<file path="config.mk">
export PLATFORM = sky130hd
export DESIGN_NAME = ce_ls_frame_rx
export DESIGN_NICKNAME = d
export VERILOG_FILES = /design/src/rtl/ce_ls_frame_rx.sv
export SDC_FILE = /design/constraint.sdc
export NUM_CORES = 1
export LEC_CHECK = 0
export CORE_UTILIZATION = 60
export CTS_CLUSTER_DIAMETER = 60
export DETAILED_ROUTE_END_ITERATION = 16
export GPL_TIMING_DRIVEN = 0
export HOLD_SLACK_MARGIN = 0.12
export PLACE_DENSITY = 0.79
export SLEW_MARGIN = 10
export SYNTH_ARGS = -nofsm -noshare
export SYNTH_HDL_FRONTEND = slang
export SYNTH_SLANG_ARGS = --single-unit
</file>
<file path="constraint.sdc">
create_clock -name clk -period 9.9 [get_ports clk]
set_input_delay 2.97 -clock clk [delete_from_list [all_inputs] [get_ports clk]]
set_output_delay 2.97 -clock clk [all_outputs]
set_load 0.01 [all_outputs]
</file>
<file path="src/rtl/ce_ls_frame_rx.sv">
// ----------------------------------------------------------------------------
// ce_ls_frame_rx
//
// Receiving end of the channel-estimation LS sample stream. Incoming beats
// are checked against the frame length N (fftpts) latched on the sop beat,
// tagged with a frame status, buffered in a first-word-fall-through FIFO and
// re-emitted to the downstream CE stage. Saturating good/bad frame counters
// are kept for status readout.
//
// Ports:
//   clk, rst_n            single clock, asynchronous active-low reset
//   sink_valid/ready      input handshake (sink_ready is registered)
//   sink_error            upstream error tag, ORed across the frame
//   sink_sop/eop          input frame delimiters
//   sink_real/imag        input sample, two's complement
//   fftpts_in             frame length N, sampled on the sop beat
//   source_valid/ready    output handshake (FWFT: valid = FIFO not empty)
//   source_error          frame status, meaningful on the eop beat only
//                         00 ok, 01 short/degenerate, 10 long, 11 aborted or
//                         upstream error
//   source_sop/eop        output frame delimiters
//   source_real/imag      output sample
//   fftpts_out            N of the frame currently on the output
//   frames_ok/frames_err  saturating frame counters
// ----------------------------------------------------------------------------
module ce_ls_frame_rx #(
  parameter int wData = 16,
  parameter int wPts  = 12,
  parameter int DEPTH = 16
) (
  input  logic             clk,
  input  logic             rst_n,
  input  logic             sink_valid,
  output logic             sink_ready,
  input  logic [1:0]       sink_error,
  input  logic             sink_sop,
  input  logic             sink_eop,
  input  logic [wData-1:0] sink_real,
  input  logic [wData-1:0] sink_imag,
  input  logic [wPts-1:0]  fftpts_in,
  output logic             source_valid,
  input  logic             source_ready,
  output logic [1:0]       source_error,
  output logic             source_sop,
  output logic             source_eop,
  output logic [wData-1:0] source_real,
  output logic [wData-1:0] source_imag,
  output logic [wPts-1:0]  fftpts_out,
  output logic [15:0]      frames_ok,
  output logic [15:0]      frames_err
);

  localparam int AW = $clog2(DEPTH);
  localparam int CW = AW + 1;
  localparam int WW = 2 + 1 + 1 + wPts + 2 * wData;

  localparam logic [1:0] ST_IDLE     = 2'd0;
  localparam logic [1:0] ST_IN_FRAME = 2'd1;
  localparam logic [1:0] ST_DROP     = 2'd2;

  localparam logic [1:0] ERR_NONE  = 2'b00;
  localparam logic [1:0] ERR_SHORT = 2'b01;
  localparam logic [1:0] ERR_LONG  = 2'b10;
  localparam logic [1:0] ERR_ABORT = 2'b11;

  localparam logic [CW-1:0] CNT_ZERO  = CW'(0);
  localparam logic [CW-1:0] CNT_ONE   = CW'(1);
  // Highest fill level after push/pop at which another beat may still be
  // accepted next cycle without overflowing.
  localparam logic [CW-1:0] READY_MAX = CW'(DEPTH - 2);

  // --------------------------------------------------------------------------
  // State
  // --------------------------------------------------------------------------
  logic [1:0]      state_q, state_d;
  logic [wPts-1:0] n_q, n_d;
  logic [wPts-1:0] cnt_q, cnt_d;
  logic            sticky_q, sticky_d;
  logic [15:0]     ok_q, ok_d;
  logic [15:0]     bad_q, bad_d;
  logic            ready_q, ready_d;
  logic [CW-1:0]   count_q, count_d;
  logic [AW-1:0]   rd_ptr_q, rd_ptr_d;
  logic [AW-1:0]   wr_ptr_q, wr_ptr_d;
  logic [WW-1:0]   head_q, head_d;
  logic [WW-1:0]   mem_q [DEPTH];

  logic            accept_s;
  logic            push_s;
  logic            pop_s;
  logic            mem_wr_s;
  logic [1:0]      w_err_s;
  logic            w_sop_s;
  logic            w_eop_s;
  logic [wPts-1:0] w_n_s;
  logic [WW-1:0]   w_word_s;
  logic            inc_ok_s;
  logic            inc_bad_s;
  logic            err_now_s;
  logic [wPts:0]   cnt_next_s;
  logic [wPts:0]   n_ext_s;

  assign accept_s   = sink_valid & ready_q;
  assign pop_s      = (count_q != CNT_ZERO) & source_ready;
  assign err_now_s  = sticky_q | (sink_error != 2'b00);
  assign cnt_next_s = {1'b0, cnt_q} + (wPts + 1)'(1);
  assign n_ext_s    = {1'b0, n_q};
  assign w_word_s   = {w_err_s, w_sop_s, w_eop_s, w_n_s, sink_real, sink_imag};

  // Frame-checking FSM: decides per accepted beat whether to push and with
  // which tag, and which counter to bump.
  always_comb begin
    state_d   = state_q;
    n_d       = n_q;
    cnt_d     = cnt_q;
    sticky_d  = sticky_q;
    push_s    = 1'b0;
    w_err_s   = ERR_NONE;
    w_sop_s   = 1'b0;
    w_eop_s   = 1'b0;
    w_n_s     = n_q;
    inc_ok_s  = 1'b0;
    inc_bad_s = 1'b0;
    if (accept_s) begin
      case (state_q)
        ST_IDLE: begin
          if (sink_sop) begin
            push_s  = 1'b1;
            w_sop_s = 1'b1;
            w_n_s   = fftpts_in;
            // A single-beat frame or a length below 2 can never be valid.
            if (sink_eop || (fftpts_in < wPts'(2))) begin
              w_eop_s   = 1'b1;
              w_err_s   = ERR_SHORT;
              inc_bad_s = 1'b1;
            end else begin
              n_d      = fftpts_in;
              cnt_d    = wPts'(1);
              sticky_d = (sink_error != 2'b00);
              state_d  = ST_IN_FRAME;
            end
          end else begin
            inc_bad_s = 1'b1;
          end
        end
        ST_IN_FRAME: begin
          push_s = 1'b1;
          if (sink_sop) begin
            // New sop abandons the running frame; this beat closes it.
            w_eop_s   = 1'b1;
            w_err_s   = ERR_ABORT;
            inc_bad_s = 1'b1;
            sticky_d  = 1'b0;
            state_d   = ST_IDLE;
          end else if ((cnt_next_s == n_ext_s) && sink_eop) begin
            w_eop_s  = 1'b1;
            sticky_d = 1'b0;
            state_d  = ST_IDLE;
            if (err_now_s) begin
              w_err_s   = ERR_ABORT;
              inc_bad_s = 1'b1;
            end else begin
              w_err_s  = ERR_NONE;
              inc_ok_s = 1'b1;
            end
          end else if (cnt_next_s == n_ext_s) begin
            // Frame overruns N: close it here and swallow the tail.
            w_eop_s   = 1'b1;
            w_err_s   = ERR_LONG;
            inc_bad_s = 1'b1;
            sticky_d  = 1'b0;
            state_d   = ST_DROP;
          end else if (sink_eop) begin
            w_eop_s   = 1'b1;
            w_err_s   = ERR_SHORT;
            inc_bad_s = 1'b1;
            sticky_d  = 1'b0;
            state_d   = ST_IDLE;
          end else begin
            cnt_d    = cnt_next_s[wPts-1:0];
            sticky_d = err_now_s;
          end
        end
        ST_DROP: begin
          if (sink_eop || sink_sop) begin
            state_d = ST_IDLE;
          end else begin
            state_d = ST_DROP;
          end
        end
        default: begin
          state_d = ST_IDLE;
        end
      endcase
    end else begin
      state_d = state_q;
    end
  end

  // Saturating frame counters.
  always_comb begin
    ok_d  = ok_q;
    bad_d = bad_q;
    if (inc_ok_s && (ok_q != 16'hFFFF)) begin
      ok_d = ok_q + 16'd1;
    end else begin
      ok_d = ok_q;
    end
    if (inc_bad_s && (bad_q != 16'hFFFF)) begin
      bad_d = bad_q + 16'd1;
    end else begin
      bad_d = bad_q;
    end
  end

  // FIFO bookkeeping. The head entry lives in head_q (which drives the
  // outputs directly); mem_q holds the entries queued behind it.
  always_comb begin
    count_d  = count_q;
    head_d   = head_q;
    rd_ptr_d = rd_ptr_q;
    wr_ptr_d = wr_ptr_q;
    mem_wr_s = 1'b0;
    case ({push_s, pop_s})
      2'b10: begin
        count_d = count_q + CNT_ONE;
        if (count_q == CNT_ZERO) begin
          head_d = w_word_s;
        end else begin
          mem_wr_s = 1'b1;
          wr_ptr_d = wr_ptr_q + AW'(1);
        end
      end
      2'b01: begin
        count_d = count_q - CNT_ONE;
        if (count_q > CNT_ONE) begin
          head_d   = mem_q[rd_ptr_q];
          rd_ptr_d = rd_ptr_q + AW'(1);
        end else begin
          // Outputs return to zero when the FIFO runs empty.
          head_d = '0;
        end
      end
      2'b11: begin
        count_d = count_q;
        if (count_q == CNT_ONE) begin
          head_d = w_word_s;
        end else begin
          head_d   = mem_q[rd_ptr_q];
          rd_ptr_d = rd_ptr_q + AW'(1);
          mem_wr_s = 1'b1;
          wr_ptr_d = wr_ptr_q + AW'(1);
        end
      end
      default: begin
        count_d = count_q;
      end
    endcase
  end

  // Ready looks at the fill level after this cycle's push/pop.
  always_comb begin
    if (count_d <= READY_MAX) begin
      ready_d = 1'b1;
    end else begin
      ready_d = 1'b0;
    end
  end

  // Control and status registers.
  always_ff @(posedge clk or negedge rst_n) begin
    if (!rst_n) begin
      state_q  <= ST_IDLE;
      n_q      <= '0;
      cnt_q    <= '0;
      sticky_q <= 1'b0;
      ok_q     <= 16'h0000;
      bad_q    <= 16'h0000;
      ready_q  <= 1'b0;
      count_q  <= CNT_ZERO;
      rd_ptr_q <= '0;
      wr_ptr_q <= '0;
      head_q   <= '0;
    end else begin
      state_q  <= state_d;
      n_q      <= n_d;
      cnt_q    <= cnt_d;
      sticky_q <= sticky_d;
      ok_q     <= ok_d;
      bad_q    <= bad_d;
      ready_q  <= ready_d;
      count_q  <= count_d;
      rd_ptr_q <= rd_ptr_d;
      wr_ptr_q <= wr_ptr_d;
      head_q   <= head_d;
    end
  end

  // FIFO storage behind the head; contents are don't-care while empty.
  always_ff @(posedge clk) begin
    if (mem_wr_s) begin
      mem_q[wr_ptr_q] <= w_word_s;
    end
  end

  assign sink_ready   = ready_q;
  assign source_valid = (count_q != CNT_ZERO);
  assign {source_error, source_sop, source_eop, fftpts_out, source_real, source_imag} = head_q;
  assign frames_ok    = ok_q;
  assign frames_err   = bad_q;

endmodule

</file>
* Word level (Yosys, flattened, before mapping) *
Memory sizes are Yosys's and may differ from the RTL's.
Index checks and enable logic that the tools add are counted.

operators by class
  reductions and logical operators = 20
  $add $sub $neg = 7
  equal/unequal tests = 20
  magnitude comparators = 3
  bitwise operators = 4
  muxes and demuxes = 75

operator list
  operator                 number
  $mux W48                 3
  $pmux W48 S3             1
  $mux W12                 9
  $mux W1                  35
  $add A16 B1 Y16 const B  2
  $ne A16 B16 Y1 const B   2
  $mux W2                  12
  $pmux W12 S2             1
  $ne A2 B2 Y1 const B     10
  $mux W4                  4
  $pmux W4 S2              2
  $add A12 B1 Y13 const B  1
  $eq A13 B12 Y1           1
  $lt A12 B2 Y1 const B    1
  $reduce_and A4 Y1        3
  $pmux W1 S2              5
  $pmux W5 S2              1
  $add A4 B1 Y4 const B    2
  $reduce_and A8 Y1        1
  $reduce_bool A2 Y1       4
  $eq A2 B2 Y1 const B     3
  $pmux W2 S3              1
  $reduce_and A3 Y1        2
  $add A5 B1 Y5 const B    1
  17 further kinds         22

word-level totals
  memories kept = 1
  input port bits = 52
  output and inout port bits = 82
  RAM bits = 768
  bits in registers = 121
  word-level logic and storage cells = 141

memories
  memory  depth  width  rd ports  clocked after memory_dff  wr ports  line  RTL
  mem_q   16     48     1         0                         1         86    logic [WW-1:0] mem_q [DEPTH];

* Longest topological paths before layout *
Gate-level depths: netlist (run 1).

  word-level depth = 9
  gate-level depth with buffers = 17
  gate-level depth less buffers = 13

* Worst setup path before layout (run 1) *
Ideal clock, no wire load.

  path kind = input to register
  start = input sink_valid
  end = memory mem_q[0][0] (netlist name), enable pin
  data required time = 9.387 ns
  stages = 10
  buffers on the path = 1
  slack = 1.888 ns
  arrival time = 7.499 ns
  setup time = 0.513 ns
  path through = nand2_1 > nor2_1 > o21ai_1 > inv_1 > ha_1 > clkbuf_1 > nand2_1 > nand2_1 > nand2_1 > nor3_1

between the ends
  longest elaborated chain between the ends = 6
  elaborated cells between the ends (all ways) = 7
  classes of those cells = 2 x eq/ne; 4 x mux; 1 x bitwise

RTL lines
  element                            line  RTL
  start, declared                    33    input logic sink_valid,
  $and A1 B1 Y1 (*)                  103   assign accept_s = sink_valid & ready_q;
  $mux W1 (*)                        124   if (accept_s) begin
  $eq A2 B2 Y1                       224   case ({push_s, pop_s})
  $pmux W1 S2 (*)                    224
  $mux W1 (*)                        301   if (mem_wr_s) begin
  $mux W1 (implied by the code) (*)  302   mem_q[wr_ptr_q] <= w_word_s;
  end, declared                      86

Every way passes the cells marked *; elsewhere a longest branch is shown, timed or not.

* Worst setup path in the final report (run 1) *
  start = input sink_valid
  end = register head_q[31]

between the ends
  longest elaborated chain between the ends = 5
  elaborated cells between the ends (all ways) = 9
  classes of those cells = 4 x eq/ne; 2 x mux; 1 x bitwise; 2 x reduce/logical

RTL lines
  element                                                              line  RTL
  $and A1 B1 Y1 (*)                                                    103
  $mux W1 (*)                                                          124
  $eq A2 B2 Y1 / $eq A2 B1 Y1 (equally long branches)                  224
  $ne A2 B2 Y1 (no line) / $reduce_bool A3 Y1 (equally long branches)  -
  $reduce_and A2 Y1 (no line)                                          -
  end signal, assigned                                                 283   head_q <= '0;
  end signal, assigned                                                 295   head_q <= head_d;
  end, declared                                                        85    logic [WW-1:0] head_q, head_d;

Marks and branches as above.
A chain may end at the register's enable or synchronous reset.

==> impl_metrics.tcl, run 1 <==
set metrics [dict create \
    gp_congestion 0.856 \
    grt_pass1_vias 20465 \
    ys.flop_type "edfxtp_1" \
    ctsHoldBuffers 0 \
    synth-compound-area-share 0.0283 \
    ir_drop_mv 0.195 \
    min_from "head_q[20]" \
    initial_core_util 0.610 \
    yosysWarningCount 0 \
    floorplan.rows 88 \
    ys_seq_elements 889 \
    drv_slew 0 \
    drv_cap 0 \
    area_growth_pct 17.7 \
    wl_per_cell_um 31.8 \
    p_leak_uw 0.0139 \
    worstMarginPinSlew_ps 1200 \
    seq_area_frac_synth 0.737 \
    insertion_delay_ps 660 \
    synthAdderAreaFrac 0.00495 \
    setup_ws_ps 2940 \
    grt_max_degree 64 \
    regArea_um2 26100 \
    nFillCells 3228 \
    syn_area_um2 35400 \
    grt_overflow 0 \
    viasPerCell 6.79 \
    cts_tree "built" \
    num_io_pins 134 \
    layout-drive-gt1-share 0.228 \
    cts_resized 0 \
    end_kind "register" \
    dr_total_vias 19942 \
    hpwl_um 55800 \
    synthArstFlopShare 0.136 \
    synthMuxAreaShare 0.157 \
    min_path_type "register to register" \
    synth_nets 1885 \
    powerDensity_nw_per_um2 285 \
    synthCells 1819 \
    clk_path_buf_depth 3 \
    min_to "head_q[20]" \
    root_buffer "clkbuf_16" \
    dp_slack_ps 2540 \
    portBuffers 133 \
    track_usage 0.320 \
    nNetsFinal 2163 \
    synth_top_family_by_area "multiplexers" \
    routed_wl_um 93400 \
    rsz0062_at_grt "false" \
    synth_cell_type_count 68 \
    path_clk_slew_ps 60 \
    synth_xor_area_frac 0.0126 \
    cts_sinks 889 \
    multi_input_area_um2 8970 \
    fp.dieW_um 245 \
    startpoint_type "input pin" \
    cp.required_ps 10390 \
    die_height_um 245 \
    period_share 0.703 \
    cts_inserted_buffers 87 \
    fmax_mhz 144 \
    cts_setup_buffers 0 \
    cp_data_arrival_time_ps 7440 \
    max_slew_margin 0.201 \
    synthTopCellsByArea "edfxtp_1, mux4_2, dfrtp_1" \
    synth-edff-count 768 \
    worstSetupPathType "input pin to register" \
    crit_fanout 10 \
    drtAntennaViolNets 0 \
    fin_skew_ps 23.5 \
    drc_errors 0 \
    core-area_um2 58000 \
    holdWs_ps 486 \
    antenna_found_initial 4 \
    r2r_start "count_q[1]" \
    status "complete, no violations" \
    drt_iter0_markers 2576 \
    synth-simple-area-share 0.0472 \
    setup_viol 0 \
    dr.pass1.iters 5 \
    grt_first_pass_wirelength_um 136000 \
    htree_num_levels 3 \
    hold_path_depth 2 \
    r2r_slack_ps 5160 \
    synth_top_area_share 0.651 \
    synth_top_area_cell "edfxtp_1" \
    worstReg2RegEnd "head_q[31]" \
    synth_area_per_cell_um2 19.5 \
    ff2ff_path_depth 17 \
    dieArea_um2 60000 \
    min_period_ps 6960 \
    hold_violations 0 \
]
## cells by family (layout without fill, tap and decap cells)
family	after synthesis	count (layout)
flip-flops	889	889
AND/OR/NAND/NOR	324	324
multiplexers	255	255
AO/OA/AOI/OAI	173	173
buffers and inverters	114	466
XOR/XNOR	50	50
adder cells (fa/ha/maj)	14	14
other	0	1
## sequential cells by signal, summed over array words and instances (netlist names), 4 cells and up
signal / count
mem_q: 768
head_q: 48
frames_err: 16
frames_ok: 16
cnt_q: 12
n_q: 12
count_q: 5
rd_ptr_q: 4
wr_ptr_q: 4
## worst max-delay path, stage by stage
cell	delay, ps
clkdlybuf4s50_1	460
nand2_1	170
nor2_1	490
o21ai_1	340
ha_1	290
clkbuf_1	210
inv_1	130
o21ai_0	110
nand3_1	330
clkbuf_1	720
clkbuf_1	740
nor2b_1	150
a21oi_1	220
o21ai_0	120
## cell type report
type,count,share of cell area
clock buffer,108,0.0571
multi-input combinational,816,0.215
buffer,97,0.00949
timing repair buffer,189,0.0536
inverter,17,0.00153
clock inverter,55,0.0140
tap,765,0.0230
antenna,1,0.0000601
sequential,889,0.626
## through the flow
step	TNS, ps	cells	util	area (µm²)	power [µW]
6_report	0	2937	0.718	41700	11900
3_3_place_gp	-797420	2717	0.649	37700	8210
2_1_floorplan	0	1819	-	35400	7070
4_1_cts	0	2936	0.718	41700	11900
3_5_place_dp	0	2773	0.667	38700	8400
5_1_grt	0	2937	0.718	41700	12200
## worst max path at each step
stage                    start            to  slack, ps  depth (start not counted)
finish              sink_valid    head_q[31]       2940                         14
global route        sink_valid    head_q[31]       2790                         14
CTS                 sink_valid    head_q[38]       3170                         14
detailed placement  sink_valid    head_q[38]       2540                         14
global placement    sink_valid  mem_q[1][21]      -3320                         11
floorplan           sink_valid   mem_q[0][0]       1890                         10
## power by group
group          internal (µW)  total [µW]  switching [µW]
sequential              4560        4760             193
combinational           1640        3710            2070
clock                   1960        3410            1460
total                   8160       11900            3720
## routing by layer
metal	GRT usage	routed length (µm)	part of all wire
met5	0	34	0.00036
met4	0.129	3470	0.037
met3	0.0735	9800	0.10
met2	0.533	47500	0.51
met1	0.412	32600	0.35
## placed cells by master (no fill, tap or decap), types with 16 or more instances in the layout
cell type | netlist | final
edfxtp_1 | 768 | 768
mux4_2 | 239 | 239
clkdlybuf4s50_1 | 0 | 132
dfrtp_1 | 121 | 121
nand2_1 | 109 | 109
clkbuf_16 | 0 | 89
clkbuf_1 | 64 | 73
a21oi_1 | 71 | 71
o21ai_0 | 58 | 57
nor2b_1 | 51 | 51
nor2_1 | 55 | 43
xnor2_1 | 29 | 29
nand3_1 | 27 | 27
buf_4 | 2 | 26
buf_1 | 25 | 24
xor2_1 | 20 | 20
clkinv_2 | 0 | 19
inv_1 | 17 | 17
nor3_1 | 21 | 17
buf_16 | 0 | 16
## Yosys cell counts (all sizes together) (4+ instances only)
master and count:
nand4 13, buf 33, nor2b 51, a31oi 8, nor3 26, edfxtp 768
o21ai 61, nand3 30, a21oi 71, nor4 7, inv 17, and3 8
nor2 56, nand2b 7, mux4 239, and2 4, mux2 13, xor2 21
xnor2 29, dfrtp 121, o31ai 5, clkbuf 64, ha 14, nand2 109
(Power assumes the default switching activity.)
==> run 2: changes to the inputs <==
--- a/config.mk
+++ b/config.mk
@@ -5,12 +5,12 @@
 export SDC_FILE = /design/constraint.sdc
 export NUM_CORES = 1
 export LEC_CHECK = 0
-export CORE_UTILIZATION = 60
+export CORE_UTILIZATION = 55
 export CTS_CLUSTER_DIAMETER = 60
 export DETAILED_ROUTE_END_ITERATION = 16
 export GPL_TIMING_DRIVEN = 0
 export HOLD_SLACK_MARGIN = 0.12
-export PLACE_DENSITY = 0.79
+export PLACE_DENSITY = 0.76
 export SLEW_MARGIN = 10
 export SYNTH_ARGS = -nofsm -noshare
 export SYNTH_HDL_FRONTEND = slang
==> constraint.sdc (replaced) <==
create_clock -name clk -period 5.85 [get_ports clk]
set_input_delay 1.755 -clock clk [delete_from_list [all_inputs] [get_ports clk]]
set_output_delay 1.755 -clock clk [all_outputs]
set_load 0.01 [all_outputs]
==> run 2 against run 1 <==
Against the previous run: clock-buffer cell count shrank 4; setup slack got worse by 2500 ps; design area is 0.71% higher; sequential power is 69% higher; hold slack worse by 1.6 ps; utilization down 5.5 points; final cell count grew 2.5%; total power rose by 70%; critical path type unchanged; largest cell class unchanged.
==> impl_metrics.tcl, run 2 (synthesized netlist as in run 1, its figures left out) <==
set metrics [dict create \
    grt_first_pass_wirelength_um 131000 \
    nNetsFinal 2156 \
    largest_reg_flops 768 \
    core-area_um2 63300 \
    drt_iter0_markers 2275 \
    num_io_pins 134 \
    hold_path_depth 2 \
    worstSetupPathType "input pin to register" \
    ir_drop_mv 0.309 \
    initial_core_util 0.559 \
    die_height_um 256 \
    htree_num_levels 3 \
    fmax_mhz 186 \
    worstMarginPinSlew_ps 1250 \
    cts_inserted_buffers 89 \
    dp_slack_ps -307 \
    root_buffer "clkbuf_16" \
    reg_top3 "mem_q: 768 flops, head_q: 48 flops" \
    max_slew_margin 0.165 \
    antenna-diode-count 0 \
    cts_sinks 889 \
    min_path_type "register to register" \
    drtAntennaViolNets 0 \
    fp.dieW_um 256 \
    regMostFlops "mem_q" \
    design_area_um2 42000 \
    fin_skew_ps 56.4 \
    routed_wl_um 89100 \
    final_cell_mix "edfxtp_1, mux4_2, clkdlybuf4s50_1" \
    wl_per_cell_um 29.6 \
    grt_overflow 0 \
    hpwl_um 53900 \
    setup_viol 0 \
    dr.pass1.iters 5 \
    crit_fanout 10 \
    end_kind "register" \
    setup_ws_ps 472 \
    insertion_delay_ps 660 \
    grt_pass1_vias 19947 \
    drv_cap 0 \
    floorplan.rows 92 \
    clk_path_buf_depth 3 \
    layout-drive-gt1-share 0.225 \
    startpoint_type "input pin" \
    drc_errors 0 \
    grt_max_degree 69 \
    final_core_util 0.663 \
    portBuffers 133 \
    placed_cell_area_um2 38900 \
    period_share 0.919 \
    ff2ff_path_depth 17 \
    area_growth_pct 18.5 \
    cts_setup_buffers 0 \
    cp_data_arrival_time_ps 5870 \
    dr_total_vias 19382 \
    rsz0062_at_grt "false" \
    min_period_ps 5380 \
    drv_slew 0 \
    cts_tree "built" \
    hold_violations 0 \
    viasPerCell 6.44 \
    holdWs_ps 484 \
    dieArea_um2 65400 \
    fin_cells 3010 \
    antenna_found_initial 3 \
    p_leak_uw 0.0139 \
    cp.required_ps 6340 \
    dp.cells 2845 \
    path_clk_slew_ps 60 \
    final_common_cell "edfxtp_1" \
    powerDensity_nw_per_um2 481 \
    track_usage 0.277 \
    gp_congestion 0.811 \
    status "complete, no violations" \
]
## run 2: worst paths after layout
| kind | from | end | slack [ps] |
|---|---|---|---|
| max reg2reg | count_q[0] | head_q[38] | 1330 |
| max in group asynchronous | rst_n | cnt_q[3] | 3930 |
| max | sink_valid | head_q[40] | 470 |
| min | head_q[23] | head_q[23] | 480 |
| min reg2reg | head_q[23] | head_q[23] | 480 |
| min in group asynchronous | rst_n | wr_ptr_q[3] | 1130 |
## run 2: power breakdown
part           internal, µW  switching (µW)  total, µW  leakage (µW)
clock network          3500            2490       6000       0.00149
logic                  2780            3390       6170       0.00393
registers              7720             308       8030       0.00847
total                 14000            6190      20200        0.0139
## run 2: metal layers
| metal | track usage | share of wire | vias to the layer above |
|---|---|---|---|
| met2 | 0.462 | 0.50 | 1207 |
| met1 | 0.372 | 0.37 | 10069 |
| met5 | 0 | 0.00026 | - |
| li1 | - | - | 7900 |
| met3 | 0.0562 | 0.096 | 202 |
| met4 | 0.0817 | 0.028 | 4 |
## run 2: repair_timing
action / 4_1_cts / 5_1_grt
hold buffers: 0 / 0
gates resized for setup: 0 / 5
endpoints found under the setup margin: 0 / 1
hold endpoints to repair: 0 / 0
## run 2: area by class of cell
class                      instances  area, µm²
buffer                            97        403
clock buffer                     104       2320
clock inverter                    61        753
fill                            4027      21300
inverter                          17       63.8
multi-input combinational        816       8990
sequential                       889      26100
tap                              846       1060
timing repair buffer             180       2280
## run 2: through the flow
| stage | TNS, ps | power, µW |
|---|---|---|
| 6_report | 0 | 20200 |
| 5_1_grt | 0 | 20900 |
| 4_1_cts | 0 | 20300 |
| 3_5_place_dp | -6040 | 14200 |
| 3_3_place_gp | -2745580 | 13900 |
| 2_1_floorplan | 0 | 12000 |
## run 2: critical path, cell delays in order
cell	delay, ps
clkdlybuf4s50_1	470
nand2_1	160
nor2_1	420
o21ai_1	280
ha_1	260
clkbuf_1	210
inv_1	120
o21ai_0	100
nand3_1	260
clkdlybuf4s15_1	740
clkbuf_2	510
nor2b_1	120
a21oi_1	320
a21oi_1	120
